$ cat src/rtl/reg_sel_pkg.sv
// ============================================================================
//  reg_sel_pkg
//  Shared state encoding, select-index width and default hold limit for the
//  register-select arbiter.
//  Revision: 1.0
// ============================================================================
`default_nettype none

package reg_sel_pkg;

    localparam int IDX_W            = 4;
    localparam int DEFAULT_MAX_HOLD = 8;

    typedef enum logic [1:0] {
        IDLE  = 2'd0,
        GRANT = 2'd1,
        TURN  = 2'd2
    } state_t;

endpackage

`default_nettype wire

$ cat src/rtl/reg_sel_arbiter_if.sv
// ============================================================================
//  reg_sel_arbiter_if
//  Request/grant bundle between the requesters and the register-select arbiter.
//  Revision: 1.0
// ============================================================================
`default_nettype none

interface reg_sel_arbiter_if #(
    parameter int NUM_REQ = 16
);
    import reg_sel_pkg::*;

    logic [NUM_REQ-1:0] req;
    logic [IDX_W-1:0]   grantIdx;
    logic               grantValid;
    logic [NUM_REQ-1:0] grant;
    logic               preempt;

    modport master (
        output req,
        input  grantIdx,
        input  grantValid,
        input  grant,
        input  preempt
    );

    modport slave (
        input  req,
        output grantIdx,
        output grantValid,
        output grant,
        output preempt
    );

endinterface

`default_nettype wire

$ cat src/rtl/reg_sel_arbiter_rr_pick.sv
// ============================================================================
//  rr_pick
//  Combinational rotate-priority picker: first asserted request after last_idx.
//  Revision: 1.0
// ============================================================================
`default_nettype none

module rr_pick
    import reg_sel_pkg::*;
#(
    parameter int NUM_REQ = 16
) (
    input  wire logic [NUM_REQ-1:0] req,
    input  wire logic [IDX_W-1:0]   last_idx,
    output logic      [IDX_W-1:0]   winner,
    output logic                    any
);

    // Scan from farthest to nearest so the nearest asserted bit overwrites.
    always_comb begin
        winner = '0;
        any    = |req;
        for (int k = NUM_REQ; k >= 1; k--) begin
            if (req[(int'(last_idx) + k) % NUM_REQ]) begin
                winner = IDX_W'((int'(last_idx) + k) % NUM_REQ);
            end
        end
    end

endmodule

`default_nettype wire

$ cat src/rtl/reg_sel_arbiter.sv
// ============================================================================
//  reg_sel_arbiter
//  Round-robin owner arbiter for the register-select decoder with bounded hold
//  and a one-cycle dead turnaround between owners.
//  Revision: 1.0
// ============================================================================
`default_nettype none

module reg_sel_arbiter
    import reg_sel_pkg::*;
#(
    parameter int NUM_REQ  = 16,
    parameter int MAX_HOLD = DEFAULT_MAX_HOLD,
    parameter int CNT_W    = 4
) (
    input  wire logic          clock,
    input  wire logic          resetn,
    reg_sel_arbiter_if.slave   bus
);

    // With unlimited hold the counter just parks at all-ones.
    localparam logic [CNT_W-1:0] c_hold_cap = (MAX_HOLD == 0) ? '1 : CNT_W'(MAX_HOLD);

    state_t               r_state;
    logic [IDX_W-1:0]     r_grant_idx;
    logic                 r_grant_valid;
    logic [NUM_REQ-1:0]   r_grant;
    logic                 r_preempt;
    logic [CNT_W-1:0]     r_hold_cnt;
    logic [IDX_W-1:0]     r_last_idx;

    state_t               w_state_nxt;
    logic [IDX_W-1:0]     w_idx_nxt;
    logic                 w_valid_nxt;
    logic [NUM_REQ-1:0]   w_grant_nxt;
    logic                 w_preempt_nxt;
    logic [CNT_W-1:0]     w_hold_nxt;
    logic [IDX_W-1:0]     w_last_nxt;
    logic [IDX_W-1:0]     w_winner;
    logic                 w_any;
    logic                 w_own_req;
    logic                 w_other_req;

    rr_pick #(
        .NUM_REQ (NUM_REQ)
    ) u_pick (
        .req      (bus.req),
        .last_idx (r_last_idx),
        .winner   (w_winner),
        .any      (w_any)
    );

    assign w_own_req   = |(bus.req & r_grant);
    assign w_other_req = |(bus.req & ~r_grant);

    always_comb begin
        w_state_nxt   = r_state;
        w_idx_nxt     = r_grant_idx;
        w_valid_nxt   = r_grant_valid;
        w_preempt_nxt = 1'b0;
        w_hold_nxt    = r_hold_cnt;
        w_last_nxt    = r_last_idx;
        case (r_state)
            IDLE, TURN: begin
                if (w_any) begin
                    w_state_nxt = GRANT;
                    w_idx_nxt   = w_winner;
                    w_valid_nxt = 1'b1;
                    w_hold_nxt  = CNT_W'(1);
                end else begin
                    w_state_nxt = IDLE;
                    w_valid_nxt = 1'b0;
                end
            end
            GRANT: begin
                if (!w_own_req) begin
                    w_state_nxt = TURN;
                    w_valid_nxt = 1'b0;
                    w_last_nxt  = r_grant_idx;
                end else if ((MAX_HOLD != 0) && (r_hold_cnt == c_hold_cap) && w_other_req) begin
                    w_state_nxt   = TURN;
                    w_valid_nxt   = 1'b0;
                    w_last_nxt    = r_grant_idx;
                    w_preempt_nxt = 1'b1;
                end else if (r_hold_cnt != c_hold_cap) begin
                    w_hold_nxt = r_hold_cnt + 1'b1;
                end
            end
            default: begin
                w_state_nxt = IDLE;
                w_valid_nxt = 1'b0;
            end
        endcase
        for (int i = 0; i < NUM_REQ; i++) begin
            w_grant_nxt[i] = w_valid_nxt && (w_idx_nxt == IDX_W'(i));
        end
    end

    // Last owner resets to the top index so requester 0 ranks first.
    always_ff @(posedge clock) begin
        if (!resetn) begin
            r_state       <= IDLE;
            r_grant_idx   <= '0;
            r_grant_valid <= 1'b0;
            r_grant       <= '0;
            r_preempt     <= 1'b0;
            r_hold_cnt    <= '0;
            r_last_idx    <= IDX_W'(NUM_REQ - 1);
        end else begin
            r_state       <= w_state_nxt;
            r_grant_idx   <= w_idx_nxt;
            r_grant_valid <= w_valid_nxt;
            r_grant       <= w_grant_nxt;
            r_preempt     <= w_preempt_nxt;
            r_hold_cnt    <= w_hold_nxt;
            r_last_idx    <= w_last_nxt;
        end
    end

    assign bus.grantIdx   = r_grant_idx;
    assign bus.grantValid = r_grant_valid;
    assign bus.grant      = r_grant;
    assign bus.preempt    = r_preempt;

endmodule

`default_nettype wire

$ cat src/flat_wrapper.sv
// flat-port wrapper written by rule: the top's interface ports become plain ports
module reg_sel_arbiter_flat import reg_sel_pkg::*;
#(
    parameter int NUM_REQ  = 16,
    parameter int MAX_HOLD = DEFAULT_MAX_HOLD,
    parameter int CNT_W    = 4
)
  (clock, resetn, bus_req, bus_grantIdx, bus_grantValid, bus_grant, bus_preempt);
  reg_sel_arbiter_if #(.NUM_REQ(NUM_REQ)) bus_i ();
  input  wire logic clock;
  input  wire logic resetn;
  input wire logic [$bits(bus_i.req)-1:0] bus_req;
  output wire logic [$bits(bus_i.grantIdx)-1:0] bus_grantIdx;
  output wire logic [$bits(bus_i.grantValid)-1:0] bus_grantValid;
  output wire logic [$bits(bus_i.grant)-1:0] bus_grant;
  output wire logic [$bits(bus_i.preempt)-1:0] bus_preempt;
  assign bus_i.req = bus_req;
  assign bus_grantIdx = bus_i.grantIdx;
  assign bus_grantValid = bus_i.grantValid;
  assign bus_grant = bus_i.grant;
  assign bus_preempt = bus_i.preempt;
  reg_sel_arbiter #(.NUM_REQ(NUM_REQ), .MAX_HOLD(MAX_HOLD), .CNT_W(CNT_W)) u_core (.clock(clock), .resetn(resetn), .bus(bus_i));
endmodule
$ cat config.mk
export PLATFORM = sky130hd
export DESIGN_NAME = reg_sel_arbiter_flat
export DESIGN_NICKNAME = d
export VERILOG_FILES = /design/src/rtl/reg_sel_pkg.sv /design/src/rtl/reg_sel_arbiter_if.sv /design/src/rtl/reg_sel_arbiter_rr_pick.sv /design/src/rtl/reg_sel_arbiter.sv /design/src/flat_wrapper.sv
export SDC_FILE = /design/constraint.sdc
export NUM_CORES = 1
export LEC_CHECK = 0
export CAP_MARGIN = 10
export CELL_PAD_IN_SITES_DETAIL_PLACEMENT = 0
export CELL_PAD_IN_SITES_GLOBAL_PLACEMENT = 1
export CORE_UTILIZATION = 35
export CTS_BUF_LIST = sky130_fd_sc_hd__clkbuf_4 sky130_fd_sc_hd__clkbuf_8 sky130_fd_sc_hd__clkbuf_16
export DETAILED_ROUTE_END_ITERATION = 6
export PLACE_DENSITY = 0.72
export SETUP_SLACK_MARGIN = 0.1
export SYNTH_ARGS = -nofsm -noshare
export SYNTH_HDL_FRONTEND = slang
export SYNTH_HIERARCHICAL = 1
export SYNTH_SLANG_ARGS = --single-unit
$ cat constraint.sdc
create_clock -name clock -period 12.2 [get_ports clock]
set_clock_uncertainty 0.2 [all_clocks]
set_input_delay 1.22 -clock clock [delete_from_list [all_inputs] [get_ports clock]]
set_output_delay 1.22 -clock clock [all_outputs]
set_load 0.03 [all_outputs]
### Word-level counts from Yosys, hierarchy flattened

Index checks and enable logic that the tools add are counted.

* input port bits: 18
* word-level logic and storage cells: 209
* flip-flop bits (word level): 32

* reductions and logical operators: 43
* order comparisons: 16
* add/subtract/negate cells: 17
* bitwise operators: 19
* muxes and demuxes: 82
* eq/ne operators: 25

Operators with widths (count)
* $lt 5x6->1 const B: 16
* $mux 4: 24
* $bmux 1 s4: 16
* $reduce_or 4->1: 16
* $reduce_or 16->1: 3
* $mux 1: 37
* $eq 4x4->1 const B: 9
* $add 4x4->4 const B: 8
* $and 16x16->16: 2
* $logic_and 1x1->1: 17
* $add 4x3->4 const B: 4
* $and 1x1->1 const A: 16
* $eq 4x3->1 const B: 4
* $not 16->16: 1
* $add 4x1->4 const B: 3
* $add 4x2->4 const B: 2
* $eq 4x2->1 const B: 2
* $pmux 4 s2: 1
* $ne 2x2->1 const B: 3
* $reduce_and 5->1: 1
* $eq 4x1->1 const B: 1
* $logic_not 4->1: 1
* $mux 2: 2
* $ne 2x1->1 const B: 2
* other kinds (11): 11

### Logic depth before layout (Yosys ltp)

* depth after elaboration: 26
* depth in mapped cells: 19

### Modules after synthesis

Netlist, hierarchy kept.

Modules (own cells, without submodules)
* rr_pick: seq. area each 0.0 um^2, instances 1, area each 1979.4 um^2, cells each 235
* reg_sel_arbiter: seq. area each 640.6 um^2, instances 1, area each 1535.2 um^2, cells each 169

### Worst setup path before layout

Ideal clock, no wire load.

* kind: reg2reg
* from: reg u_core.r_last_idx[1]
* to: reg u_core.r_grant[10], in the netlist u_core/bus.grant[10]
* cell stages (with the launch flop): 15
* period minus slack after synthesis: 4.303 ns
* arrival: 4.025 ns
* path slack: 7.897 ns
* data required time: 11.922 ns
* library setup time: 0.078 ns
* buffers on the path: 2
* cells stage by stage: dfxtp_1 -> clkbuf_1 -> inv_1 -> ha_1 -> buf_2 -> mux4_2 -> mux4_2 -> nor2_1 -> o21ai_0 -> nor2_1 -> o22ai_1 -> a221o_1 -> mux2i_1 -> o311ai_1 -> nor3_1

* word-level cells in the longest chain between the ends: 24

RTL lines
* start: declaration: line reg_sel_arbiter.sv:30 `logic [IDX_W-1:0] r_last_idx;`
* start signal: assignment: line reg_sel_arbiter.sv:108 `r_last_idx <= IDX_W'(NUM_REQ - 1);`
* start signal: assignment: line reg_sel_arbiter.sv:116 `r_last_idx <= w_last_nxt;`
* $add 4x1->4: line reg_sel_arbiter_rr_pick.sv:24 `if (req[(int'(last_idx) + k) % NUM_REQ]) begin`
* $bmux 1 s4: line reg_sel_arbiter_rr_pick.sv:24
* $mux 1 (implied by the code) (2 in series): line reg_sel_arbiter_rr_pick.sv:24
* $mux 4 (15 in series): line reg_sel_arbiter_rr_pick.sv:24
* $mux 4 *: line reg_sel_arbiter_rr_pick.sv:24
* via u_core.w_winner[0]: line reg_sel_arbiter.sv:39 `logic [IDX_W-1:0] w_winner;`
* $mux 4 *: line reg_sel_arbiter.sv:65 `if (w_any) begin`
* $mux 4 *: line reg_sel_arbiter.sv:63 `case (r_state)`
* $eq 4x4->1 *: line reg_sel_arbiter.sv:95 `w_grant_nxt[i] = w_valid_nxt && (w_idx_nxt == IDX_W'(i));`
* $logic_and 1x1->1 *: line reg_sel_arbiter.sv:95
* end signal: assignment: line reg_sel_arbiter.sv:113 `r_grant <= w_grant_nxt;`
* end: declaration: line reg_sel_arbiter.sv:27 `logic [NUM_REQ-1:0] r_grant;`

Mark *: on every way through the listed nets, which the timed path passes. The rest lies on a longest branch. The select of a mux whose other input is x is not followed.
A chain may end at the register's enable or synchronous reset.

### Worst setup path after layout

* from: in bus_req[11]
* to: reg u_core.r_grant[2], in the netlist u_core/bus.grant[2]

* word-level cells in the longest chain between the ends: 23

RTL lines
* start: declaration: line flat_wrapper.sv:12 `input wire logic [$bits(bus_i.req)-1:0] bus_req;`
* $bmux 1 s4: line reg_sel_arbiter_rr_pick.sv:24
* $mux 1 (implied by the code) (2 in series): line reg_sel_arbiter_rr_pick.sv:24
* $mux 4 (15 in series): line reg_sel_arbiter_rr_pick.sv:24
* $mux 4 *: line reg_sel_arbiter_rr_pick.sv:24
* via u_core.w_winner[0]: line reg_sel_arbiter.sv:39
* $mux 4 *: line reg_sel_arbiter.sv:65
* $mux 4 *: line reg_sel_arbiter.sv:63
* $eq 4x2->1 *: line reg_sel_arbiter.sv:95
* $logic_and 1x1->1 *: line reg_sel_arbiter.sv:95

Marks and branches as above.

==> impl_metrics.json <==
{
  "outcome": "completed",
  "critPathLaunch": "bus_req[11]",
  "critPathBufInv": 1,
  "cp.depth": 10,
  "port_buffers": 39,
  "cp_cell_sequence": "clkdlybuf4s50_1, mux4_2, mux4_2, or3_1, a31oi_1, o22ai_1, a221o_1, mux2i_1, o311ai_1, nor3_1",
  "die_w_um": 102,
  "critical_path_class": "in2reg",
  "syn_nets": 431,
  "route.vias.total": 3457,
  "routed_via_density": 6.06,
  "period_share_pct": 41.8,
  "core_area_mm2": 0.00977,
  "r2r_slack_ns": 7.14,
  "cts_buffers": 5,
  "final_hold_viol_count": 0,
  "die_area_mm2": 0.0104,
  "synth-seq-cells": 32,
  "synth_ff_type": "dfxtp_1",
  "crit_required_ns": 12.20,
  "fin_crit_ns": 5.10,
  "critPathMaxStageDelay_ns": 0.60,
  "crit_end": "u_core/bus.grant[2]$_SDFF_PN0_",
  "yosysWarnings": 6,
  "drt_pre_antenna_iters": 5,
  "wl_per_cell_um": 18.9,
  "yosysUniqueCellTypes": 65,
  "first_iter_violations": 231,
  "yosysSeqAreaShare_pct": 18.2,
  "hold_path.class": "reg2reg",
  "ff2ff_path_depth": 14,
  "synth_area_mm2": 0.00351,
  "grt_use_total_pct": 21.7,
  "routed_wl_mm": 10.7,
  "htree_num_levels": 2,
  "r2r_start": "u_core/r_last_idx[1]$_SDFFE_PN1P_",
  "die_height_um": 102,
  "max_freq_ghz": 0.196,
  "antenna_left": 0,
  "setup_viol": 0,
  "maxCapViolCount": 0,
  "gp_congestion": 0.899,
  "clock_path_buffers": 2,
  "clk_latency_ns": 0.29,
  "clkSinkCount": 32,
  "tritoncts": "yes",
  "drive_gt1_share_pct": 13.3,
  "critical-path-top-delay-family": "multiplexers",
  "io_pins": 40,
  "synth_edf_count": 0,
  "grt_pass1_vias": 3311,
  "grt_pass1_wl_mm": 17.6,
  "slew_violations": 0,
  "worst_ep_arrival_time_ns": 5.09,
  "post_cts_buffers": 0,
  "worst_path_most_repeated_cell": "mux4_2",
  "setup.worst_path.start_class": "primary input",
  "worstSetupEndpointType": "flip-flop",
  "stdcell_area_mm2": 0.00410,
  "cts-root-buf": "clkbuf_8",
  "nets": 463,
  "antenna_cells": 0,
  "drc": 0,
  "initial_core_util_pct": 36.0,
  "hold_buffers": 0,
  "area.growth.synth_to_final_pct": 16.7,
  "grt_overflow": 0,
  "ctsResizeCount": 0,
  "path_max_fanout": 7,
  "final_common_cell": "nand2_1",
  "r2r-end": "u_core/bus.grant[2]$_SDFF_PN0_",
  "max_slew_margin_pct": 20.1,
  "fin_setup_tns_ns": 0,
  "place_area_mm2": 0.00399,
  "fillers": 972,
  "tightestPinTransition_ns": 1.19,
  "rows": 36,
  "dp_hpwl_mm": 8.22,
  "crit_slowest_cell": "mux4_2",
  "grt_max_degree": 26,
  "final_cell_mix": "nand2_1, clkdlybuf4s50_1, dfxtp_1",
  "ys_async_sr_fraction_pct": 0,
  "clk_pin_slew_ns": 0.07,
  "hold-worst-slack_ns": 0.303,
  "syn_avg_cell_area_um2": 8.70,
  "syn_inst": 404,
  "grt_setup_unrepaired": "no",
  "antenna_found_initial": 0
}
-- synth_stat cells, drive strengths merged (6+ instances only) --
cell	count	area share (%)
nor4	12	2.1
nor2	18	1.9
and2	6	1.1
ha	9	3.2
o221ai	6	1.5
inv	19	2.0
nand2	45	4.8
nor3	15	2.1
dfxtp	32	18
clkbuf	6	0.64
nand3	9	1.3
mux2i	24	6.8
xnor2	7	2.0
buf	12	2.7
mux4	24	15
o21ai	11	1.6
o211ai	14	3.0
o22ai	6	1.1
a22oi	9	2.1
mux2	11	3.5
a21oi	22	3.6
nand2b	15	2.7
-- through the flow --
stage	util (%)	worst slack, ns	cells
floorplan	-	7.90	404
finish	42.0	7.10	570
global placement	40.8	6.94	562
global route	42.0	6.77	570
detailed placement	40.8	6.95	562
CTS	42.0	7.23	570
-- worst min-delay path by stage --
| stage | start | end | slack [ns] | depth (start not counted) |
|---|---|---|---|---|
| floorplan | u_core/r_hold_cnt[2]$_SDFFE_PN0P_ | u_core/r_hold_cnt[2]$_SDFFE_PN0P_ | 0.27 | 2 |
| global placement | u_core/r_hold_cnt[2]$_SDFFE_PN0P_ | u_core/r_hold_cnt[2]$_SDFFE_PN0P_ | 0.29 | 2 |
| detailed placement | u_core/r_hold_cnt[1]$_SDFFE_PN0P_ | u_core/r_hold_cnt[1]$_SDFFE_PN0P_ | 0.30 | 2 |
| CTS | u_core/r_hold_cnt[1]$_SDFFE_PN0P_ | u_core/r_hold_cnt[1]$_SDFFE_PN0P_ | 0.31 | 2 |
| global route | u_core/r_hold_cnt[0]$_SDFFE_PN0P_ | u_core/r_hold_cnt[0]$_SDFFE_PN0P_ | 0.34 | 2 |
| finish | u_core/r_hold_cnt[1]$_SDFFE_PN0P_ | u_core/r_hold_cnt[1]$_SDFFE_PN0P_ | 0.30 | 2 |
-- final cells by class --
cell class,instances,area [µm²],area share [%]
inverters,21,78.8,1.92
repair buffers,43,420,10.2
clock buffers,5,68.8,1.68
well taps,133,166,4.06
multi-input cells,333,2690,65.4
flip-flops and latches,32,641,15.6
clock inverters,3,42.5,1.04
-- per-layer routing --
layer,wire length [µm],GRT usage [%]
met3,567,2.60
met1,4580,28.3
met2,5240,36.1
met5,0,0
met4,360,9.45
-- state kept, by name (all words and copies together), names as in the netlist --
register and cells:
u_core/r_state 2, u_core/bus.grant 16, u_core/bus.grantValid 1, u_core/bus.preempt 1, u_core/bus.grantIdx 4, u_core/r_last_idx 4, u_core/r_hold_cnt 4
-- logic make-up after synthesis --
kind of cell | after synthesis | share of synthesized area (%)
AOI/OAI and AO/OA | 107 | 22.6
xor gates and xnor gates | 12 | 3.42
adders and majority gates | 9 | 3.20
buffers and inverters | 39 | 5.55
DFF | 32 | 18.2
muxes | 59 | 25.7
and+or+nand+nor | 146 | 21.2
-- tightest hold or removal path, cell delays in order, from the launching register on --
cell,delay [ns]
dfxtp_1,0.34
nand2_1,0.06
mux2i_1,0.05
Power is left out: the tool's default activity adds up to more than one toggle a clock period on the data nets, which glitch-free logic cannot reach.
